$ cat src/rtl/quad_input_filter.sv
// Quadrature input conditioner: two-flop synchronisers, per-channel stability
// filters, and a step/dir/illegal-transition decoder with a saturating error count.
module quad_input_filter #(
  parameter int FILT_LEN = 4,
  parameter int CNT_W    = 8,
  parameter int ERR_W    = 8
) (
  input  logic             CLK,
  input  logic             reset,
  input  logic             A,
  input  logic             B,
  input  logic             filt_en,
  input  logic             err_clr,
  output logic             A_f,
  output logic             B_f,
  output logic             step,
  output logic             dir,
  output logic             err,
  output logic [ERR_W-1:0] err_cnt
);

  typedef enum logic {
    ST_INIT = 1'b0,
    ST_RUN  = 1'b1
  } state_t;

  localparam logic [CNT_W-1:0] CNT_LAST = CNT_W'(FILT_LEN - 1);

  state_t                 state_q, state_d;
  logic [1:0]             init_q, init_d;
  // Channel vectors are {A, B}; A is the MSB throughout.
  logic [1:0]             s1_q, s2_q;
  logic [1:0]             f_q, f_d;
  logic [1:0][CNT_W-1:0]  cnt_q, cnt_d;
  logic [1:0]             prev_q, prev_d;
  logic                   step_d, dir_d, err_d;
  logic [ERR_W-1:0]       err_cnt_d;
  logic [1:0]             pos_cur, pos_prev, delta;
  logic                   run;

  assign run      = (state_q == ST_RUN);
  // Gray position along the forward cycle 00->10->11->01 is {B, A^B}.
  assign pos_cur  = {f_q[0], f_q[1] ^ f_q[0]};
  assign pos_prev = {prev_q[0], prev_q[1] ^ prev_q[0]};
  assign delta    = pos_cur - pos_prev;

  always_comb begin
    state_d   = state_q;
    init_d    = init_q;
    f_d       = f_q;
    cnt_d     = '0;
    step_d    = 1'b0;
    err_d     = 1'b0;
    dir_d     = dir;
    err_cnt_d = err_cnt;

    if (!run) begin
      init_d = init_q + 2'd1;
      if (init_q == 2'd2) state_d = ST_RUN;
    end

    for (int i = 0; i < 2; i++) begin
      if (!run || !filt_en) begin
        f_d[i] = s2_q[i];
      end else if (s2_q[i] != f_q[i]) begin
        if (cnt_q[i] == CNT_LAST) f_d[i] = s2_q[i];
        else                      cnt_d[i] = cnt_q[i] + CNT_W'(1);
      end
    end

    if (run) begin
      if (delta == 2'd1) begin
        step_d = 1'b1;
        dir_d  = 1'b1;
      end else if (delta == 2'd3) begin
        step_d = 1'b1;
        dir_d  = 1'b0;
      end else if (delta == 2'd2) begin
        err_d = 1'b1;
      end
    end

    if (err_clr)                      err_cnt_d = '0;
    else if (err_d && err_cnt != '1)  err_cnt_d = err_cnt + ERR_W'(1);

    // During INIT prev shadows the level being loaded, so the power-up level never decodes.
    prev_d = run ? f_q : f_d;
  end

  always_ff @(posedge CLK or negedge reset) begin
    if (!reset) begin
      state_q <= ST_INIT;
      init_q  <= '0;
      s1_q    <= '0;
      s2_q    <= '0;
      f_q     <= '0;
      cnt_q   <= '0;
      prev_q  <= '0;
      step    <= 1'b0;
      dir     <= 1'b0;
      err     <= 1'b0;
      err_cnt <= '0;
    end else begin
      state_q <= state_d;
      init_q  <= init_d;
      s1_q    <= {A, B};
      s2_q    <= s1_q;
      f_q     <= f_d;
      cnt_q   <= cnt_d;
      prev_q  <= prev_d;
      step    <= step_d;
      dir     <= dir_d;
      err     <= err_d;
      err_cnt <= err_cnt_d;
    end
  end

  assign A_f = f_q[1];
  assign B_f = f_q[0];

endmodule

$ cat config.mk
export PLATFORM = sky130hd
export DESIGN_NAME = quad_input_filter
export DESIGN_NICKNAME = d
export VERILOG_FILES = /design/src/rtl/quad_input_filter.sv
export SDC_FILE = /design/constraint.sdc
export NUM_CORES = 1
export LEC_CHECK = 0
export CAP_MARGIN = 5
export CORE_UTILIZATION = 54
export DETAILED_ROUTE_END_ITERATION = 8
export PLACE_DENSITY = 0.85
export SETUP_SLACK_MARGIN = 0.15
export SLEW_MARGIN = 10
export SYNTH_ARGS = -nofsm -noshare
export SYNTH_HDL_FRONTEND = slang
export SYNTH_SLANG_ARGS = --single-unit
$ cat constraint.sdc
create_clock -name CLK -period 2.2 [get_ports CLK]
set_input_delay 0.55 -clock CLK [delete_from_list [all_inputs] [get_ports CLK]]
set_output_delay 0.55 -clock CLK [all_outputs]
set_load 0.02 [all_outputs]
==> results.json <==
{
  "seq_power_share_pct": 53.8,
  "synthesis.area_per_instance_um2": 11.5,
  "slew_headroom_pct": 45.5,
  "ant_nets": 0,
  "synth.most_common_cell": "dfrtp_1",
  "utilization_pct": 68.0,
  "htreeDepth": 2,
  "cellInternalPower_mw": 1.06,
  "power.share.clock_pct": 22.7,
  "cts_made_buffers": 5,
  "clock_sinks": 38,
  "diodes": 0,
  "critPathLaunchType": "flop",
  "ys_types": 29,
  "die_h_um": 57.9,
  "ios": 19,
  "num_rows": 19,
  "cp-end-kind": "primary output",
  "via_per_inst": 5.78,
  "timing.final.hold_violations": 0,
  "clk_latency_ns": 0.32,
  "layout-drive-gt1-share_pct": 10.1,
  "r2r-start": "f_q[0]",
  "p_per_area_nw_per_um2": 765,
  "drtIter0Drc": 73,
  "synth_top_area_share_pct": 56.4,
  "io_buffer_count": 18,
  "grt_pass1_vias": 1158,
  "max_cap_viol_count": 0,
  "ys_top_cells_by_count": "38 x dfrtp_1, 17 x nor2_1, 13 x xor2_1",
  "die_w_um": 57.9,
  "path_class": "flop to primary output",
  "antenna_found_initial": 0,
  "slew_viol_final": 0,
  "setup_viol": 0,
  "gp_congestion": 0.805,
  "cp.required_ns": 1.65,
  "synthesis.area_um2": 1690,
  "slowest_stage": "clkdlybuf4s50_1",
  "yosysWarningCount": 0,
  "hold_path_class": "input pin to async pin",
  "syn-num-nets": 158,
  "grt_max_degree": 39,
  "clockBufferDepth": 2,
  "initial_core_util_pct": 59.1,
  "tritoncts": "yes",
  "wl_per_cell_um": 14.7,
  "crit_buf_inv": 1,
  "synth_mux_area_share_pct": 3.27,
  "drc_errors": 0,
  "clk_pin_slew_ns": 0.10,
  "run_status": "completed",
  "combinationalPowerShare_pct": 23.4,
  "switching_share_pct": 28.8,
  "rsz0062_at_grt": "false",
  "core_area_um2": 2850,
  "drt_wl_total_mm": 2.94,
  "syn_to_final_growth_pct": 15.1,
  "tightest_slew_ns": 0.818,
  "fillers": 212,
  "nets": 181,
  "yosys.area_share.adder_pct": 3.71,
  "fp.dieArea_um2": 3350,
  "syn_inst": 147,
  "hold_buffers": 0,
  "seq_area_frac_synth_pct": 56.4,
  "synth_compound_area_share_pct": 6.01,
  "hpwl_mm": 2.10,
  "cts_setup_buffers": 0,
  "vias": 1155,
  "cts-root-buf": "clkbuf_4",
  "synth_top_family_by_area": "simple AND/OR/NAND/NOR gates",
  "switchingPower_mw": 0.428,
  "grt_overflow": 0,
  "synthTopCellsByArea": "dfrtp_1 56%, xor2_1 6.8%, nor2_1 3.8%",
  "setup_tns_ns": 0,
  "p_leak_nw": 0.859,
  "timing.final.ws_setup_ns": 0.230,
  "period_share_pct": 89.5,
  "synth-simple-area-share_pct": 17.6,
  "ff2ff_setup_slack_ns": 0.26,
  "synth-edff-count": 0,
  "worstPathArrival_ns": 1.42,
  "path_cells": "clkdlybuf4s50_1",
  "ys_ff_latch": 38,
  "ys.flop_type": "dfrtp_1",
  "grt.total_usage_pct": 21.1,
  "path_max_fanout": 7,
  "crit_path_start": "err_cnt[2]",
  "synth-xor-area-share_pct": 10.8,
  "vdd_drop_max_v": 0.000413,
  "grt_pass1_wl_mm": 5.24,
  "finClkSkew_ns": 0.00695,
  "cp_top_family": "buffers and inverters",
  "async_reset_ff_share_pct": 100,
  "yosysTopAreaCell": "dfrtp_1",
  "drt-pass1-iter-count": 4,
  "fmax_ghz": 0.508,
  "critPathMaxStageDelay_ns": 0.64,
  "period_minus_slack_ns": 1.97,
  "post-place-ws_ns": 0.239
}
==> cell families (layout without fill, tap and decap cells) <==
group / after synthesis / in the layout
AND/OR/NAND/NOR: 57 / 57
flip-flops: 38 / 38
XOR/XNOR: 19 / 19
AO/OA/AOI/OAI: 17 / 17
buffers and inverters: 6 / 28
adder cells (fa/ha/maj): 5 / 5
multiplexers: 5 / 5
==> power by group through the flow <==
stage	clock, mW	sequential (mW)	combinational [mW]
after global placement	0	0.809	0.330
after floorplan	0	0.859	0.148
after detailed placement	0	0.813	0.335
final	0.338	0.799	0.348
after CTS	0.352	0.798	0.337
after global routing	0.379	0.807	0.384
==> state kept, by name (all words and copies together) (netlist names), named ones only <==
register,flops
cnt_q,16
f_q,1
run,1
err_cnt,8
err,1
step,1
init_q,2
dir,1
prev_q,2
s2_q,2
s1_q,2
==> area by class of cell <==
cell class	instances	area, um^2	share of cell area [%]
multi-input cells	103	706	36.4
clock buffers	6	51.3	2.65
repair buffers	18	175	9.03
flip-flops and latches	38	953	49.2
inverters	4	15.0	0.774
well taps	31	38.8	2.00
==> worst paths after layout <==
kind,cells after the start,end
worst min-delay path,1,cnt_q[13]
worst min register to register,0,s2_q[0]
worst max register to register,6,err_cnt[6]
max in group asynchronous,1,async pin
worst max-delay path,1,err_cnt[2]
min in group CLK,0,s2_q[0]
==> cells in the final DEF, fill, tap and decap left out <==
master and count:
dfrtp_1 36, nor2_1 17, clkdlybuf4s50_1 17, xor2_1 13, nand3_1 10, a21oi_1 9
nand2_1 7, and3_1 6, xnor2_1 5, o21ai_0 5, ha_1 5, clkbuf_4 5
mux2_2 4, inv_1 4, or3_1 4, nor4b_1 2, nor3_1 2, nand4_1 2
or4_1 2, dfrtp_2 2, and2_1 1, xor3_2 1, nand3_4 1, nor2b_1 1
or2_2 1, o2111ai_2 1, o31ai_1 1, mux2i_1 1, o41ai_1 1, or4b_1 1
clkbuf_8 1, buf_2 1
==> per-stage QoR <==
stage | hold slack (ns) | instance area [um^2] | power [mW] | instances
floorplan | 0.254 | 1690 | 1.01 | 147
global placement | 0.337 | 1880 | 1.14 | 194
detailed placement | 0.344 | 1880 | 1.15 | 194
CTS | 0.324 | 1930 | 1.49 | 200
global route | 0.372 | 1940 | 1.57 | 200
finish | 0.313 | 1940 | 1.48 | 200
==> metal layers <==
layer	track usage [%]	wire length, um	vias up
met3	5.13	132	8
met1	27.8	1310	569
met4	10.2	58	0
li1	-	-	559
met2	33.2	1440	19
met5	0	0	-
==> repair_timing <==
action / CTS / global route
endpoints found under the hold margin: 0 / 0
setup endpoints to repair: 0 / 1
gates resized for setup: 0 / 3
(Power assumes the default switching activity.)
